<file path="src/rtl/vc_evict_ctrl.sv">
// Victim-cache eviction sequencer: queues L1.5 evictions, writes back Modified VC victims, then store-evicts.
// Optional flush walk of all VC entries is compiled in when VC_FLUSH_EN is defined.
module vc_evict_ctrl #(
  parameter int ADDR_W      = 36,
  parameter int DATA_W      = 128,
  parameter int NUM_ENTRIES = 16,
  parameter int IDX_W       = 4,
  parameter int QDEPTH      = 2
) (
  input  logic              clk,
  input  logic              rst_n,
  input  logic              evq_val,
  output logic              evq_rdy,
  input  logic [ADDR_W-1:0] evq_addr,
  input  logic [DATA_W-1:0] evq_data,
  input  logic              pipe_val_s1,
  input  logic              pipe_rw_s1,
  input  logic [IDX_W-1:0]  vc_index_s2,
  input  logic [1:0]        vc_mesi_s2,
  input  logic [DATA_W-1:0] vc_data_s2,
  output logic              ctrl_vc_val_s1,
  output logic [ADDR_W-1:0] ctrl_vc_addr_s1,
  output logic              vc_se_val_s3,
  output logic [ADDR_W-1:0] vc_se_addr_s3,
  output logic [DATA_W-1:0] vc_se_data_s3,
  output logic              wb_val,
  input  logic              wb_rdy,
  output logic [ADDR_W-1:0] wb_addr,
  output logic [DATA_W-1:0] wb_data,
  output logic              busy
`ifdef VC_FLUSH_EN
  ,
  input  logic              flush_req,
  output logic              flush_done
`endif
);

  localparam logic [1:0]       MESI_M   = 2'b11;
  localparam int               QPTR_W   = $clog2(QDEPTH);
  localparam int               CNT_W    = $clog2(QDEPTH + 1);
  localparam logic [CNT_W-1:0] Q_FULL   = CNT_W'(QDEPTH);
  localparam logic [IDX_W-1:0] IDX_LAST = IDX_W'(NUM_ENTRIES - 1);

  typedef enum logic [2:0] {
    S_IDLE,
    S_RD_S1,
    S_RD_S2,
    S_WB
`ifdef VC_FLUSH_EN
    ,
    S_FLUSH
`endif
  } state_t;

  state_t              state_q, state_d, ret_state;
  logic [IDX_W-1:0]    ptr_q, idx;
  logic [NUM_ENTRIES-1:0] dirty_q;
  logic [ADDR_W-1:0]   shadow_addr_q [NUM_ENTRIES];
  logic                snoop_wr_q, snoop_hit, snoop_hit_idx;
  logic                redo_q, redo_d;
  logic [ADDR_W-1:0]   wb_addr_q;
  logic [DATA_W-1:0]   wb_data_q;
  logic                se_fire, rd_fire, capture, clr_dirty, push, flushing;

  logic [ADDR_W-1:0]   fifo_addr [QDEPTH];
  logic [DATA_W-1:0]   fifo_data [QDEPTH];
  logic [QPTR_W-1:0]   rd_ptr_q, wr_ptr_q;
  logic [CNT_W-1:0]    count_q;
  logic                fifo_empty, fifo_full;

  function automatic logic [QPTR_W-1:0] qnext(input logic [QPTR_W-1:0] p);
    return (p == QPTR_W'(QDEPTH - 1)) ? '0 : p + 1'b1;
  endfunction

`ifdef VC_FLUSH_EN
  logic             flushing_q, flush_pend_q, flush_done_q;
  logic [IDX_W-1:0] fidx_q;
  logic             flush_start, flush_end, fidx_inc;
  assign flushing  = flushing_q;
  assign idx       = flushing_q ? fidx_q : ptr_q;
  assign ret_state = flushing_q ? S_FLUSH : S_IDLE;
`else
  assign flushing  = 1'b0;
  assign idx       = ptr_q;
  assign ret_state = S_IDLE;
`endif

  assign fifo_empty    = (count_q == '0);
  assign fifo_full     = (count_q == Q_FULL);
  assign push          = evq_val && evq_rdy;
  // A pipe write seen last cycle resolves its MESI state in S2 this cycle.
  assign snoop_hit     = snoop_wr_q && (vc_mesi_s2 == MESI_M);
  assign snoop_hit_idx = snoop_hit && (vc_index_s2 == idx);

  // NOTE: every signal written here gets a default first so no latch is inferred.
  always_comb begin
    state_d   = state_q;
    redo_d    = redo_q;
    se_fire   = 1'b0;
    rd_fire   = 1'b0;
    capture   = 1'b0;
    clr_dirty = 1'b0;
`ifdef VC_FLUSH_EN
    flush_start = 1'b0;
    flush_end   = 1'b0;
    fidx_inc    = 1'b0;
`endif
    case (state_q)
      S_IDLE: begin
        if (!fifo_empty) begin
          if (dirty_q[ptr_q]) state_d = S_RD_S1;
          else                se_fire = 1'b1;
        end
`ifdef VC_FLUSH_EN
        else if (flush_pend_q) begin
          flush_start = 1'b1;
          state_d     = S_FLUSH;
        end
`endif
      end
      S_RD_S1: begin
        if (!pipe_val_s1) begin
          rd_fire = 1'b1;
          state_d = S_RD_S2;
        end
      end
      S_RD_S2: begin
        if (vc_mesi_s2 == MESI_M) begin
          capture = 1'b1;
          redo_d  = redo_q || snoop_hit_idx;
          state_d = S_WB;
        end else begin
          clr_dirty = 1'b1;
          redo_d    = 1'b0;
          state_d   = ret_state;
        end
      end
      S_WB: begin
        if (wb_rdy) begin
          redo_d = 1'b0;
          // A write that landed during the read/writeback makes our copy stale: read it again.
          if (redo_q || snoop_hit_idx) begin
            state_d = S_RD_S1;
          end else begin
            clr_dirty = 1'b1;
            state_d   = ret_state;
          end
        end else begin
          redo_d = redo_q || snoop_hit_idx;
        end
      end
`ifdef VC_FLUSH_EN
      S_FLUSH: begin
        if (dirty_q[fidx_q]) begin
          state_d = S_RD_S1;
        end else if (fidx_q == IDX_LAST) begin
          flush_end = 1'b1;
          state_d   = S_IDLE;
        end else begin
          fidx_inc = 1'b1;
        end
      end
`endif
      default: state_d = S_IDLE;
    endcase
  end

  // NOTE: sequential state uses non-blocking assignments so every register samples pre-edge values.
  always_ff @(posedge clk) begin
    if (!rst_n) begin
      state_q    <= S_IDLE;
      ptr_q      <= '0;
      dirty_q    <= '0;
      snoop_wr_q <= 1'b0;
      redo_q     <= 1'b0;
      wb_addr_q  <= '0;
      wb_data_q  <= '0;
      rd_ptr_q   <= '0;
      wr_ptr_q   <= '0;
      count_q    <= '0;
      for (int i = 0; i < NUM_ENTRIES; i++) shadow_addr_q[i] <= '0;
    end else begin
      state_q    <= state_d;
      redo_q     <= redo_d;
      snoop_wr_q <= pipe_val_s1 && pipe_rw_s1;
      count_q    <= count_q + CNT_W'(push) - CNT_W'(se_fire);
      if (push) wr_ptr_q <= qnext(wr_ptr_q);
      if (se_fire) begin
        rd_ptr_q              <= qnext(rd_ptr_q);
        shadow_addr_q[ptr_q]  <= fifo_addr[rd_ptr_q];
        ptr_q                 <= ptr_q + 1'b1;
        dirty_q[ptr_q]        <= 1'b0;
      end
      if (capture) begin
        wb_addr_q <= shadow_addr_q[idx];
        wb_data_q <= vc_data_s2;
      end
      if (clr_dirty) dirty_q[idx] <= 1'b0;
      // Ordered last: a fresh Modified write outranks any clear in the same cycle.
      if (snoop_hit) dirty_q[vc_index_s2] <= 1'b1;
    end
  end

  // NOTE: FIFO storage is deliberately not reset; count_q gates every read of it.
  always_ff @(posedge clk) begin
    if (push) begin
      fifo_addr[wr_ptr_q] <= evq_addr;
      fifo_data[wr_ptr_q] <= evq_data;
    end
  end

`ifdef VC_FLUSH_EN
  always_ff @(posedge clk) begin
    if (!rst_n) begin
      flushing_q   <= 1'b0;
      flush_pend_q <= 1'b0;
      flush_done_q <= 1'b0;
      fidx_q       <= '0;
    end else begin
      flush_pend_q <= flush_req || (flush_pend_q && !flush_start);
      flush_done_q <= flush_end;
      if (flush_start) begin
        flushing_q <= 1'b1;
        fidx_q     <= '0;
      end
      if (flush_end) flushing_q <= 1'b0;
      if (fidx_inc)  fidx_q     <= fidx_q + 1'b1;
    end
  end
  assign flush_done = rst_n && flush_done_q;
`endif

  // Valid-type outputs are masked by rst_n so nothing fires while reset is held.
  assign evq_rdy         = rst_n && !fifo_full && !flushing;
  assign vc_se_val_s3    = rst_n && se_fire;
  assign vc_se_addr_s3   = se_fire ? fifo_addr[rd_ptr_q] : '0;
  assign vc_se_data_s3   = se_fire ? fifo_data[rd_ptr_q] : '0;
  assign ctrl_vc_val_s1  = rst_n && rd_fire;
  assign ctrl_vc_addr_s1 = rd_fire ? shadow_addr_q[idx] : '0;
  assign wb_val          = rst_n && (state_q == S_WB);
  assign wb_addr         = wb_addr_q;
  assign wb_data         = wb_data_q;
  assign busy            = rst_n && ((state_q != S_IDLE) || !fifo_empty);

endmodule

</file>
<file path="config.mk">
export PLATFORM = sky130hd
export DESIGN_NAME = vc_evict_ctrl
export DESIGN_NICKNAME = d
export VERILOG_FILES = /design/src/rtl/vc_evict_ctrl.sv
export SDC_FILE = /design/constraint.sdc
export NUM_CORES = 1
export LEC_CHECK = 0
export ABC_AREA = 1
export BUFFER_PORTS_ARGS = -buffer_cell sky130_fd_sc_hd__buf_2
export CORE_MARGIN = 2
export CORE_UTILIZATION = 45
export DETAILED_ROUTE_END_ITERATION = 10
export GPL_TIMING_DRIVEN = 0
export PLACE_DENSITY = 0.65
export SKIP_LAST_GASP = 1
export SYNTH_ARGS = -nofsm -noshare
export SYNTH_HDL_FRONTEND = slang
export SYNTH_SLANG_ARGS = --single-unit
</file>
<file path="constraint.sdc">
create_clock -name clk -period 11 [get_ports clk]
set_input_delay 1.65 -clock clk [delete_from_list [all_inputs] [get_ports clk]]
set_output_delay 1.65 -clock clk [all_outputs]
set_load 0.02 [all_outputs]
</file>
# Word level (Yosys, flattened, before mapping)
# Memories as Yosys holds them, arrays and structs flattened. A register that Yosys moved wholly into a read port is not among the register bits.
# Cells that the tools add are included.
# totals
mem_bits_rw,904
mem_count,3
in_bits,304
regBits,193
elab_cells,109
out_inout_bits,369
# classes
eq_ne,10
order_cmp,4
n_reduce_logical,21
addsub,5
bitwise,4
mux,52
# mem_list
memory,words,width,read_ports,rd_ports_with_merged_regs,write_ports,line,text
shadow_addr_q,16,36,1,1,16,58,logic [ADDR_W-1:0] shadow_addr_q [NUM_ENTRIES];
fifo_data,2,128,1,1,1,66,logic [DATA_W-1:0] fifo_data [QDEPTH];
fifo_addr,2,36,1,1,1,65,logic [ADDR_W-1:0] fifo_addr [QDEPTH];
# op_table
operator,n
$mux W128,1
$mux W36,3
$mux W16,5
$reduce_or A36 Y1,1
$and A16 B16 Y16,2
$mux W1,29
$not A16 Y16,1
$or A16 B16 Y16,1
$mux W3,4
$mux W4,3
$pmux W3 S4,1
$logic_and A1 B1 Y1,11
$lt A4 B5 Y1 const B,2
$demux W1 S4,2
$ge A4 B1 Y1 const B,2
$ne A2 B2 Y1 const B,4
$eq A3 B2 Y1 const B,2
$add A4 B1 Y4 const B,1
$bmux W1 S4,1
$eq A2 B2 Y1 const B,2
$eq A4 B4 Y1,1
$pmux W1 S2,2
$reduce_and A4 Y1,1
$eq A3 B1 Y1 const B,1
other kinds (10),13

# Logic depth before layout (Yosys ltp)
# depth
depth_word,13
ltp_mapped,17
ltp_nobuf,15

# Least setup slack after synthesis
# OpenSTA, ideal clock, no wires.
# synth_path
path_type,input -> register
start,in rst_n
end,"mem fifo_addr[0][0], enable pin"
setup_ps,691
t_arrival_ps,9407
n_path_buf,1
t_required_ps,10309
path_stages,5
slack_ps,902
cell_sequence,clkbuf_1 -> inv_2 -> a21oi_1 -> nand2_1 -> nor2_1
# synth_via
elab_chain_len,4
# synth_rtl
item,line,text
start: declaration,11,"input logic rst_n,"
$logic_and A1 B1 Y1,234,assign evq_rdy = rst_n && !fifo_full && !flushing;
named net evq_rdy,13,"output logic evq_rdy,"
$logic_and A1 B1 Y1,90,assign push = evq_val && evq_rdy;
$mux W1,206,if (push) begin
$mux W1 (not written as such),207,fifo_addr[wr_ptr_q] <= evq_addr;
end: declaration,65,
# The timed path passes the listed nets, and every way through them passes these cells.

==> impl_metrics.py <==
metrics = {
    "clock_network": {
        "ctsHoldBuffers": 0,
        "postCtsSetupBuffers": 0,
        "cts-resized-gates": 0,
        "cts_buffers": 116,
        "htree_num_levels": 3,
        "cts_tree": "built",
        "clk_pin_slew_ns": 0.06,
        "clock_path_buffers": 3,
        "clkLatencyLatePin_ns": 0.72,
        "cts.sinks": 1101,
        "cts_root_buf": "clkbuf_16",
    },
    "pwr": {
        "p_total_mw": 12.4,
        "p_leak_nw": 21.5,
        "powerDensity_nw_per_um2": 224,
        "ir_worst_vdd_mv": 0.166,
    },
    "place": {
        "dpl_worst_slack_ns": 5.78,
        "hpwlAfterDp_um": 116000,
        "gp_congestion": 0.959,
        "numPortBuffers": 669,
    },
    "sta": {
        "rsz0062_at_grt": "false",
        "max_freq_mhz": 171,
        "slew_viol_final": 0,
        "post-route-period-util_pct": 53.3,
        "fin_skew_ns": 0.0296,
        "fin_crit_ns": 5.86,
        "hold_violations": 0,
        "setup_ws_ns": 5.14,
        "tightestPinTransition_ns": 1.43,
        "finalSetupViolCount": 0,
        "slew_headroom_pct": 4.60,
    },
    "setup_path": {
        "arrival_ns": 4.21,
        "start_kind": "register",
        "r2r_start": "idx[1]$_SDFFE_PN0P_",
        "crit_family": "buffers and inverters",
        "r2r-end": "shadow_addr_q[7][13]$_SDFFCE_PN0P_",
        "cp-end-kind": "output port",
        "setup.worst_path.end": "ctrl_vc_addr_s1[2]",
        "r2r_setup_slack_ns": 7.23,
        "slowest_stage": "clkbuf_1",
        "rr_worst_depth": 12,
        "cp.buffers_inverters": 4,
        "crit_cells": 8,
        "critical-path-max-stage-delay_ns": 0.71,
        "worstSetupPathType": "reg -> out",
        "path_max_fanout": 10,
        "crit_path_cell_trace": "buf_2, clkbuf_1, clkbuf_1, o21ai_0, o211ai_1, o211ai_1, a21oi_1, buf_2",
        "cp.required_ns": 9.35,
    },
    "floorplan": {
        "floorplan.initialDensity_pct": 45.5,
        "fp.coreArea_um2": 100000,
        "die_height_um": 323,
        "ios": 673,
        "die_w_um": 323,
        "fp.dieArea_um2": 104000,
        "row_count": 116,
    },
    "yosys": {
        "yosys.area_share.adder_pct": 0.164,
        "synth_area_per_cell_um2": 10.7,
        "synthArstFlopShare_pct": 0,
        "synth.distinct_cells": 30,
        "synth_enable_flop_cells": 904,
        "synth_common_cells": "nor2_1, edfxtp_1, o21ai_0, nand2_1, clkbuf_1",
        "yosysMostFrequentCell": "nor2_1",
        "yosys.area.top_type_share_pct": 59.4,
        "synth_area_leaders": "edfxtp_1, nor2_1, dfxtp_1, o21ai_0, nand2_1",
        "synth_top_family_by_area": "simple AND/OR/NAND/NOR gates",
        "ys_seq_area_share_pct": 68.0,
        "synth_mux_area_share_pct": 0.788,
        "synth-compound-area-share_pct": 9.62,
        "synth-main-ff-cell": "edfxtp_1",
        "syn-num-nets": 4581,
        "syn_area_um2": 45700,
        "ys_warn_count": 0,
        "yosysTopAreaCell": "edfxtp_1",
        "syn_inst": 4271,
        "synth_seq_cells": 1101,
        "yosys.area_share.simple_pct": 17.4,
        "synth-xor-area-share_pct": 0.0383,
    },
    "global_route": {
        "grt_usage_pct": 30.3,
        "met1_usage_pct": 39.5,
        "grt_max_degree": 32,
        "gr-max-usage-layer": "met2",
        "grt_pass1_wl_um": 227000,
        "globalRouteOverflowTotal": 0,
        "met3_usage_pct": 9.14,
        "met2_usage_pct": 47.1,
        "antenna_found_initial": 33,
        "grt_pass1_vias": 33800,
    },
    "outcome": {
        "status": "finished, final reports clean",
    },
    "cells_and_area": {
        "syn2layout_area_growth_pct": 20.6,
        "nets": 5394,
        "drive_above_1_share_pct": 22.6,
        "nFillCells": 8836,
    },
    "worst_hold_path": {
        "hold_path_class": "reg -> reg",
    },
    "detailed_routing": {
        "drt_first_iter_violations": 4410,
        "wire_per_inst_um": 24.9,
        "viasPerCell": 5.53,
        "finalWirelength_um": 163000,
        "drcViolationCount": 0,
        "antenna_left": 0,
        "dr_total_vias": 36200,
        "first_pass_iters": 5,
    },
    "flow_run": {
        "maxCapViolations": 0,
    },
}
[layout make-up]
class | instances | area [um^2] | area share (%)
multi-input combinational | 2760 | 12900 | 23.3
clock buffer | 143 | 3080 | 5.58
timing repair buffer | 695 | 3870 | 7.02
clock inverter | 76 | 668 | 1.21
tap | 1357 | 1700 | 3.08
antenna | 13 | 32.5 | 0.0590
sequential | 1101 | 31100 | 56.4
buffer | 324 | 1500 | 2.72
inverter | 86 | 323 | 0.586
[cells by family after synthesis]
kind of cell | Yosys count
and+or+nand+nor | 1913
DFF | 1101
AOI/OAI and AO/OA | 803
buffers and inverters | 410
muxes | 36
adders and majority gates | 6
xor gates and xnor gates | 2
[layout by cell type, fill, tap and decap left out, drive strengths merged]
cell and n:
clkbuf 372, o21ai 456, nand4 3, ha 6, nand2 406, clkinvlp 8, bufinv 9, a221oi 1
nor4 1, dfxtp 197, nand3b 1, inv 89, nor2 1399, or2 1, nor3 2, diode 13
mux2i 36, o211ai 150, buf 790, edfxtp 904, xor2 2, clkinv 56, a21oi 196, nand3 100
[where the power goes]
part / internal [mW] / switching, mW
Combinational: 0.876 / 2.68
Clock: 2.20 / 1.70
Sequential: 4.81 / 0.0905
[worst register-to-register path, stage by stage (launching register included)]
cell      delay [ns]
dfxtp_1         0.61
inv_2           0.21
nand3_1         0.13
nand2_1         0.07
nand2_1         0.09
inv_1           0.06
nor2_2          0.10
nand3_2         0.10
nor2_4          0.21
nand2_1         0.51
clkbuf_1        0.47
nand2_2         0.60
buf_12          0.28
[metrics by stage]
step	hold WS, ns	TNS (ns)	instance area (um^2)	std cells	util (%)
5_1_grt	0.480	0	55100	6545	54.8
6_report	0.455	0	55100	6555	54.9
2_1_floorplan	0.426	0	45700	4271	-
4_1_cts	0.453	0	55100	6542	54.8
3_5_place_dp	0.446	0	51300	6323	51.1
3_3_place_gp	0.439	-1223.86	50800	6297	50.5
[layer usage]
| layer | up-vias | wire [um] | part of all wire, % |
|---|---|---|---|
| li1 | 16300 | - | - |
| met1 | 17400 | 61500 | 38 |
| met2 | 2124 | 74500 | 46 |
| met3 | 408 | 19900 | 12 |
| met4 | 26 | 7000 | 4.3 |
| met5 | - | 152 | 0.093 |
[sequential cells by signal, indices dropped and copies added, names as in the netlist, named ones only]
register	flops
snoop_wr_q	1
fifo_addr	72
shadow_addr_q	576
dirty_q	16
count_q	2
fifo_data	256
wb_data	128
state_q	2
wb_addr	36
redo_q	1
rd_ptr_q	1
idx	4
wr_ptr_q	1
[worst min-delay path by stage]
stage                     depth (start not counted)             startpoint                    end
after detailed placement                          1  rd_ptr_q$_SDFFE_PN0P_  rd_ptr_q$_SDFFE_PN0P_
after CTS                                         1  rd_ptr_q$_SDFFE_PN0P_  rd_ptr_q$_SDFFE_PN0P_
after global placement                            1  rd_ptr_q$_SDFFE_PN0P_  rd_ptr_q$_SDFFE_PN0P_
after global routing                              2  dirty_q[0]$_SDFF_PN0_  dirty_q[0]$_SDFF_PN0_
after floorplan                                   1  rd_ptr_q$_SDFFE_PN0P_               register
final                                             1  rd_ptr_q$_SDFFE_PN0P_  rd_ptr_q$_SDFFE_PN0P_
Power figures use the tool's default switching activity.
